### config.mk
export PLATFORM = sky130hd
export DESIGN_NAME = rf_write_scheduler_flat
export DESIGN_NICKNAME = d
export VERILOG_FILES = /design/src/rtl/rf_write_scheduler_pkg.sv /design/src/rtl/rf_write_scheduler_if.sv /design/src/rtl/rf_ret_fifo.sv /design/src/rtl/rf_write_scheduler.sv /design/src/flat_wrapper.sv
export SDC_FILE = /design/constraint.sdc
export NUM_CORES = 1
export LEC_CHECK = 0
export BUFFER_PORTS_ARGS = -buffer_cell sky130_fd_sc_hd__buf_2
export CORE_UTILIZATION = 40
export DETAILED_ROUTE_END_ITERATION = 10
export GPL_TIMING_DRIVEN = 0
export PLACE_DENSITY_LB_ADDON = 0.2
export SLEW_MARGIN = 20
export SYNTH_ARGS = -nofsm -noshare
export SYNTH_HDL_FRONTEND = slang
export SYNTH_HIERARCHICAL = 1
export SYNTH_SLANG_ARGS = --single-unit
### constraint.sdc
create_clock -name clk -period 2.8 [get_ports clk]
set_input_delay 0.28 -clock clk [delete_from_list [all_inputs] [get_ports clk]]
set_output_delay 0.28 -clock clk [all_outputs]
set_load 0.005 [all_outputs]
### src/rtl/rf_write_scheduler_pkg.sv
// Shared types and constants for the register-file write scheduler.
package rf_sched_pkg;

  localparam int unsigned XLEN   = 32;
  localparam int unsigned NREG   = 32;
  localparam int unsigned REG_AW = 5;

  typedef struct packed {
    logic [REG_AW-1:0] addr;
    logic [XLEN-1:0]   data;
  } rf_wr_t;

  // Owner of the register-file write port in the current cycle.
  typedef enum logic [1:0] {
    SRC_NONE = 2'd0,
    SRC_WB   = 2'd1,
    SRC_BUF  = 2'd2
  } wr_src_e;

  function automatic logic is_x0(input logic [REG_AW-1:0] addr);
    return addr == '0;
  endfunction

endpackage

### src/rtl/rf_write_scheduler_if.sv
// Bundle of writeback, load-issue/return, decode and register-file signals.
interface rf_write_scheduler_if #(
  parameter int unsigned XLEN  = 32,
  parameter int unsigned NREG  = 32,
  parameter int unsigned DEPTH = 4
);

  localparam int unsigned AW = rf_sched_pkg::REG_AW;
  localparam int unsigned CW = $clog2(DEPTH) + 1;

  logic            wb_valid;
  logic [AW-1:0]   wb_rd;
  logic [XLEN-1:0] wb_data;
  logic            ld_issue_valid;
  logic [AW-1:0]   ld_issue_rd;
  logic            ld_ret_valid;
  logic [AW-1:0]   ld_ret_rd;
  logic [XLEN-1:0] ld_ret_data;
  logic            ld_ret_ready;
  logic [AW-1:0]   id_rs1;
  logic [AW-1:0]   id_rs2;
  logic [AW-1:0]   id_rd;
  logic            hazard_stall;
  logic            rf_we;
  logic [AW-1:0]   rf_waddr;
  logic [XLEN-1:0] rf_wdata;
  logic [NREG-1:0] pending_mask;
  logic [CW-1:0]   buf_count;

  modport master (
    output wb_valid, wb_rd, wb_data,
    output ld_issue_valid, ld_issue_rd,
    output ld_ret_valid, ld_ret_rd, ld_ret_data,
    output id_rs1, id_rs2, id_rd,
    input  ld_ret_ready, hazard_stall,
    input  rf_we, rf_waddr, rf_wdata,
    input  pending_mask, buf_count
  );

  modport slave (
    input  wb_valid, wb_rd, wb_data,
    input  ld_issue_valid, ld_issue_rd,
    input  ld_ret_valid, ld_ret_rd, ld_ret_data,
    input  id_rs1, id_rs2, id_rd,
    output ld_ret_ready, hazard_stall,
    output rf_we, rf_waddr, rf_wdata,
    output pending_mask, buf_count
  );

endinterface

### src/rtl/rf_ret_fifo.sv
// Load-return buffer: DEPTH entries, registered push/pop, async reset.
module rf_ret_fifo
  import rf_sched_pkg::*;
#(
  parameter int unsigned DEPTH = 4
) (
  input  logic                       clk,
  input  logic                       rst,
  input  logic                       push,
  input  rf_wr_t                     push_data,
  input  logic                       pop,
  output rf_wr_t                     head,
  output logic                       full,
  output logic                       empty,
  output logic [$clog2(DEPTH):0]     count
);

  localparam int unsigned AW = $clog2(DEPTH);
  localparam int unsigned CW = AW + 1;

  rf_wr_t        mem [DEPTH];
  logic [AW-1:0] wr_ptr;
  logic [AW-1:0] rd_ptr;
  logic [CW-1:0] cnt;
  logic          do_push;
  logic          do_pop;

  assign full    = (cnt == CW'(DEPTH));
  assign empty   = (cnt == '0);
  assign do_push = push && !full;
  assign do_pop  = pop && !empty;
  assign head    = mem[rd_ptr];
  assign count   = cnt;

  always_ff @(posedge clk) begin
    if (do_push) mem[wr_ptr] <= push_data;
  end

  // Power-of-two depth lets the pointers wrap by plain overflow.
  always_ff @(posedge clk or posedge rst) begin
    if (rst) begin
      wr_ptr <= '0;
      rd_ptr <= '0;
      cnt    <= '0;
    end else begin
      if (do_push) wr_ptr <= wr_ptr + 1'b1;
      if (do_pop)  rd_ptr <= rd_ptr + 1'b1;
      case ({do_push, do_pop})
        2'b10:   cnt <= cnt + 1'b1;
        2'b01:   cnt <= cnt - 1'b1;
        default: cnt <= cnt;
      endcase
    end
  end

endmodule

### src/rtl/rf_write_scheduler.sv
// Arbitrates the register-file write port between writeback and late load
// returns, and tracks pending load destinations for the decode hazard stall.
module rf_write_scheduler #(
  parameter int unsigned XLEN  = 32,
  parameter int unsigned NREG  = 32,
  parameter int unsigned DEPTH = 4
) (
  input logic                clk,
  input logic                rst,
  rf_write_scheduler_if.slave bus
);

  import rf_sched_pkg::*;

  localparam int unsigned CW = $clog2(DEPTH) + 1;

  rf_wr_t          head;
  rf_wr_t          ret_entry;
  logic            full;
  logic            empty;
  logic [CW-1:0]   count;
  logic            accept;
  logic            push;
  logic            pop;
  wr_src_e         src;
  logic [NREG-1:0] pending_q;
  logic [NREG-1:0] pending_d;
  logic            hazard;

  assign bus.ld_ret_ready = !full && !rst;
  assign accept           = bus.ld_ret_valid && bus.ld_ret_ready;
  assign push             = accept && !is_x0(bus.ld_ret_rd);
  assign ret_entry        = '{addr: bus.ld_ret_rd, data: bus.ld_ret_data};
  assign pop              = (src == SRC_BUF);

  rf_ret_fifo #(.DEPTH(DEPTH)) u_ret_fifo (
    .clk       (clk),
    .rst       (rst),
    .push      (push),
    .push_data (ret_entry),
    .pop       (pop),
    .head      (head),
    .full      (full),
    .empty     (empty),
    .count     (count)
  );

  // Writeback to x0 does not claim the port, so the buffer may drain then.
  always_comb begin
    src = SRC_NONE;
    if (rst)
      src = SRC_NONE;
    else if (bus.wb_valid && !is_x0(bus.wb_rd))
      src = SRC_WB;
    else if (!empty)
      src = SRC_BUF;
  end

  always_comb begin
    bus.rf_we    = 1'b0;
    bus.rf_waddr = '0;
    bus.rf_wdata = '0;
    case (src)
      SRC_WB: begin
        bus.rf_we    = 1'b1;
        bus.rf_waddr = bus.wb_rd;
        bus.rf_wdata = bus.wb_data;
      end
      SRC_BUF: begin
        bus.rf_we    = 1'b1;
        bus.rf_waddr = head.addr;
        bus.rf_wdata = head.data;
      end
      default: ;
    endcase
  end

  always_comb begin
    pending_d = pending_q;
    if (pop)
      pending_d[head.addr] = 1'b0;
    if (bus.ld_issue_valid && !is_x0(bus.ld_issue_rd))
      pending_d[bus.ld_issue_rd] = 1'b1;
  end

  always_ff @(posedge clk or posedge rst) begin
    if (rst) pending_q <= '0;
    else     pending_q <= pending_d;
  end

  always_comb begin
    hazard = 1'b0;
    if (!is_x0(bus.id_rs1)) hazard = hazard | pending_q[bus.id_rs1];
    if (!is_x0(bus.id_rs2)) hazard = hazard | pending_q[bus.id_rs2];
    if (!is_x0(bus.id_rd))  hazard = hazard | pending_q[bus.id_rd];
  end

  assign bus.hazard_stall = hazard;
  assign bus.pending_mask = pending_q;
  assign bus.buf_count    = count;

  a_issue_not_pending: assert property (@(posedge clk) disable iff (rst)
    (bus.ld_issue_valid && !is_x0(bus.ld_issue_rd)) |-> !pending_q[bus.ld_issue_rd]);

  a_wb_not_pending: assert property (@(posedge clk) disable iff (rst)
    (bus.wb_valid && !is_x0(bus.wb_rd)) |-> !pending_q[bus.wb_rd]);

  a_ret_is_pending: assert property (@(posedge clk) disable iff (rst)
    (accept && !is_x0(bus.ld_ret_rd)) |-> pending_q[bus.ld_ret_rd]);

endmodule

### src/flat_wrapper.sv
// flat-port wrapper written by rule: the top's interface ports become plain ports
module rf_write_scheduler_flat import rf_sched_pkg::*;
#(
  parameter int unsigned XLEN  = 32,
  parameter int unsigned NREG  = 32,
  parameter int unsigned DEPTH = 4
)
  (clk, rst, bus_wb_valid, bus_wb_rd, bus_wb_data, bus_ld_issue_valid, bus_ld_issue_rd, bus_ld_ret_valid, bus_ld_ret_rd, bus_ld_ret_data, bus_id_rs1, bus_id_rs2, bus_id_rd, bus_ld_ret_ready, bus_hazard_stall, bus_rf_we, bus_rf_waddr, bus_rf_wdata, bus_pending_mask, bus_buf_count);
  rf_write_scheduler_if #(.XLEN(XLEN), .NREG(NREG), .DEPTH(DEPTH)) bus_i ();
  input logic clk;
  input logic rst;
  input wire logic [$bits(bus_i.wb_valid)-1:0] bus_wb_valid;
  input wire logic [$bits(bus_i.wb_rd)-1:0] bus_wb_rd;
  input wire logic [$bits(bus_i.wb_data)-1:0] bus_wb_data;
  input wire logic [$bits(bus_i.ld_issue_valid)-1:0] bus_ld_issue_valid;
  input wire logic [$bits(bus_i.ld_issue_rd)-1:0] bus_ld_issue_rd;
  input wire logic [$bits(bus_i.ld_ret_valid)-1:0] bus_ld_ret_valid;
  input wire logic [$bits(bus_i.ld_ret_rd)-1:0] bus_ld_ret_rd;
  input wire logic [$bits(bus_i.ld_ret_data)-1:0] bus_ld_ret_data;
  input wire logic [$bits(bus_i.id_rs1)-1:0] bus_id_rs1;
  input wire logic [$bits(bus_i.id_rs2)-1:0] bus_id_rs2;
  input wire logic [$bits(bus_i.id_rd)-1:0] bus_id_rd;
  output wire logic [$bits(bus_i.ld_ret_ready)-1:0] bus_ld_ret_ready;
  output wire logic [$bits(bus_i.hazard_stall)-1:0] bus_hazard_stall;
  output wire logic [$bits(bus_i.rf_we)-1:0] bus_rf_we;
  output wire logic [$bits(bus_i.rf_waddr)-1:0] bus_rf_waddr;
  output wire logic [$bits(bus_i.rf_wdata)-1:0] bus_rf_wdata;
  output wire logic [$bits(bus_i.pending_mask)-1:0] bus_pending_mask;
  output wire logic [$bits(bus_i.buf_count)-1:0] bus_buf_count;
  assign bus_i.wb_valid = bus_wb_valid;
  assign bus_i.wb_rd = bus_wb_rd;
  assign bus_i.wb_data = bus_wb_data;
  assign bus_i.ld_issue_valid = bus_ld_issue_valid;
  assign bus_i.ld_issue_rd = bus_ld_issue_rd;
  assign bus_i.ld_ret_valid = bus_ld_ret_valid;
  assign bus_i.ld_ret_rd = bus_ld_ret_rd;
  assign bus_i.ld_ret_data = bus_ld_ret_data;
  assign bus_i.id_rs1 = bus_id_rs1;
  assign bus_i.id_rs2 = bus_id_rs2;
  assign bus_i.id_rd = bus_id_rd;
  assign bus_ld_ret_ready = bus_i.ld_ret_ready;
  assign bus_hazard_stall = bus_i.hazard_stall;
  assign bus_rf_we = bus_i.rf_we;
  assign bus_rf_waddr = bus_i.rf_waddr;
  assign bus_rf_wdata = bus_i.rf_wdata;
  assign bus_pending_mask = bus_i.pending_mask;
  assign bus_buf_count = bus_i.buf_count;
  rf_write_scheduler #(.XLEN(XLEN), .NREG(NREG), .DEPTH(DEPTH)) u_core (.clk(clk), .rst(rst), .bus(bus_i));
endmodule
==> flow_metrics.tcl <==
set metrics [dict create \
    synthFlopType "edfxtp_1" \
    sw_frac_of_total 0.323 \
    required_ps 2520 \
    path_buf_inv 4 \
    cp_max_fo 10 \
    totalPowerFinal_w 0.00925 \
    dr.pass1.iters 8 \
    grt_pass1_vias 6003 \
    cts_setup_buffers 0 \
    setup_slack_ps 30.0 \
    worst_hold_slack_ps 59.8 \
    initialDrtViolationCount 433 \
    p_sw_w 0.00299 \
    rrSetupSlack_ps 310 \
    synth_top_area_cell "edfxtp_1" \
    hold_violations 0 \
    antenna_left 0 \
    cts-root-buf "clkbuf_16" \
    seq_power_share 0.432 \
    setup_viol 0 \
    p_per_area_mw_per_mm2 887 \
    fin_skew_ps 19.9 \
    dp_hpwl_um 15700 \
    synth_nets 660 \
    area_growth_pct 22.2 \
    cts_max_level 4 \
    antenna_found_initial 3 \
    coreArea_mm2 0.0210 \
    wire_per_inst_um 21.3 \
    synth_cell_types 52 \
    clock_latency_ps 430 \
    final_cells 1029 \
    n_fill_cell 1879 \
    dieWidth_um 148 \
    port_buffers 166 \
    dieHeight_um 148 \
    rsz0062_at_grt "yes" \
    tritoncts "built" \
    avgSynthCellArea_um2 15.5 \
    tightest_slew_ps 717 \
    crit_family "buffers and inverters" \
    die_area_mm2 0.0219 \
    diodes 0 \
    ys_seq_elements 187 \
    p_leak_nw 3.90 \
    clkPwrFrac 0.243 \
    timing.final.crit_share 0.989 \
    max_slew_margin 0.522 \
    path_common_cell "buf_2" \
    cts_buffer_depth 2 \
    viasPerCell 5.62 \
    ys_seq_area_frac 0.635 \
    fin_crit_ps 2770 \
    gp_congestion 0.864 \
    crit_arrival_ps 2490 \
    slowest_delay_ps 550 \
    drc_errors 2 \
    p_int_w 0.00626 \
    final_util 0.498 \
    async_reset_ff_frac 0.209 \
    critPathSlowestCell "or4_1" \
    io_pins 174 \
    synth_cells 552 \
    yosysMostFrequentCell "edfxtp_1" \
    grtUsageTotal 0.208 \
    drive_gt1_frac 0.397 \
    synth_edf_count 148 \
    ys_top_cells_by_count "edfxtp_1, o21ai_0, mux4_2, nor2_1, dfrtp_1" \
    status "finished, violations left" \
    p_comb_frac 0.326 \
    grt_overflow 0 \
    clock.fmax_mhz 361 \
    yosys-top-cells-area "edfxtp_1, mux4_2, dfrtp_1, o21ai_0, a22oi_1" \
    cts.sinks 187 \
    dp.cells 997 \
    crit_type "primary input to output pin" \
    critPathLaunchType "primary input" \
    grt_max_degree 33 \
    violations "design-rule violations" \
    nNetsFinal 849 \
    post-place-ws_ps -563 \
    vias 5782 \
    yosysWarnings 6 \
    path_cells "buf_2 -> or4_1 -> o21ai_1 -> nand2_1 -> ha_2 -> clkbuf_2 -> buf_2 -> nor2_1 -> buf_2" \
    hold_class "primary input to register" \
    grt_pass1_wl_um 33700 \
    syn_area_mm2 0.00854 \
    cts_buffers 17 \
    maxCapViolCount 0 \
    synth_top_area_share 0.520 \
    multi_input_area_mm2 0.00289 \
    drt_wl_total_um 21900 \
    cts.clk_slew.worst_paths_ps 60 \
    start_util 0.408 \
    max-vdd-ir-drop_uv 441 \
    endpoint_kind "output pin" \
    register_area_mm2 0.00542 \
    row_count 53 \
    drv_slew 0 \
]
## sequential cells by signal, summed over array words and instances (netlist names)
signal,cells
u_core/u_ret_fifo/wr_ptr,2
u_core/u_ret_fifo/mem,148
u_core/u_ret_fifo/count,3
u_core/u_ret_fifo/rd_ptr,2
u_core/bus.pending_mask,32
## final timing paths
check	startpoint	end	cells past startpoint
setup reg to reg	u_core/u_ret_fifo/count[0]	u_core/u_ret_fifo/count[2]	12
hold / removal	bus_ld_ret_data[11]	u_core/u_ret_fifo/mem[2][11]	1
max in group asynchronous	rst	u_core/bus.pending_mask[18]	3
hold reg to reg	u_core/bus.pending_mask[0]	u_core/bus.pending_mask[0]	1
setup / recovery	bus_wb_rd[3]	bus_rf_waddr[0]	9
min in group asynchronous	rst	u_core/u_ret_fifo/wr_ptr[1]	3
## power by group through the flow
stage	logic (W)	clock network, W	registers (W)
6_report	0.00301	0.00225	0.00399
5_1_grt	0.00328	0.00240	0.00407
4_1_cts	0.00303	0.00230	0.00398
3_5_place_dp	0.00300	0	0.00404
3_3_place_gp	0.00289	0	0.00400
2_1_floorplan	0.00193	0	0.00389
## per-stage QoR
stage               area [µm²]  TNS, ps
floorplan                 8540        0
global placement          9720   -90080
detailed placement        9830   -14380
CTS                      10400        0
global route             10400    -25.4
finish                   10400        0
## kinds of logic after synthesis
kind of cell	share of synthesized area
AO/OA/AOI/OAI	0.0857
XOR/XNOR	0.00615
multiplexers	0.161
AND/OR/NAND/NOR	0.0686
adder cells (fa/ha/maj)	0.0141
buffers and inverters	0.0302
flip-flops	0.635
## placed cells by master, fill, tap and decap left out, drive strengths merged, types with 4 or more instances in the layout
master  synthesis  final
buf            15    189
edfxtp        148    148
o21ai          66     66
mux4           54     54
nor2           52     52
dfrtp          39     39
a22oi          37     37
clkbuf         18     33
inv            16     19
nand2          14     14
nand3b         10     10
ha              8      8
mux2i           7      7
mux2            7      7
clkinv          0      7
nor3b           6      6
or3b            5      5
nand3           4      4
and2            4      4
nor2b           4      4
## metal layers
layer / vias to the layer above / share of wire / GRT usage
li1: 2567 / - / -
met1: 2928 / 0.40 / 0.256
met2: 242 / 0.51 / 0.359
met3: 41 / 0.070 / 0.0423
met4: 4 / 0.022 / 0.0851
met5: - / 0.0010 / 0
## cell type report
type / instances / share of cell area
Buffer: 32 / 0.0207
Clock buffer: 20 / 0.0419
Clock inverter: 12 / 0.0112
Inverter: 16 / 0.00576
Multi-Input combinational cell: 316 / 0.277
Sequential cell: 187 / 0.520
Tap cell: 275 / 0.0330
Timing Repair Buffer: 171 / 0.0911
## worst reg2reg max path: stages (launching register included)
cell and delay (ps):
dfrtp_1 500, nor3_4 80, nor2_1 110, nand2_1 90, inv_1 90, ha_1 230
o31a_1 230, ha_1 210, inv_1 70, fa_1 380, xor2_1 150, nor2_1 120
xor2_1 160
## timing repair
| action | 4_1_cts | 5_1_grt |
|---|---|---|
| hold buffers | 1 | 0 |
| hold endpoints to repair | 7 | 0 |
| pin swaps | 1 | 1 |
| setup endpoints to repair | 35 | 27 |
| resized for setup | 17 | 8 |
| cloned | 0 | 0 |
No activity file was read; power rests on OpenSTA's default activity.
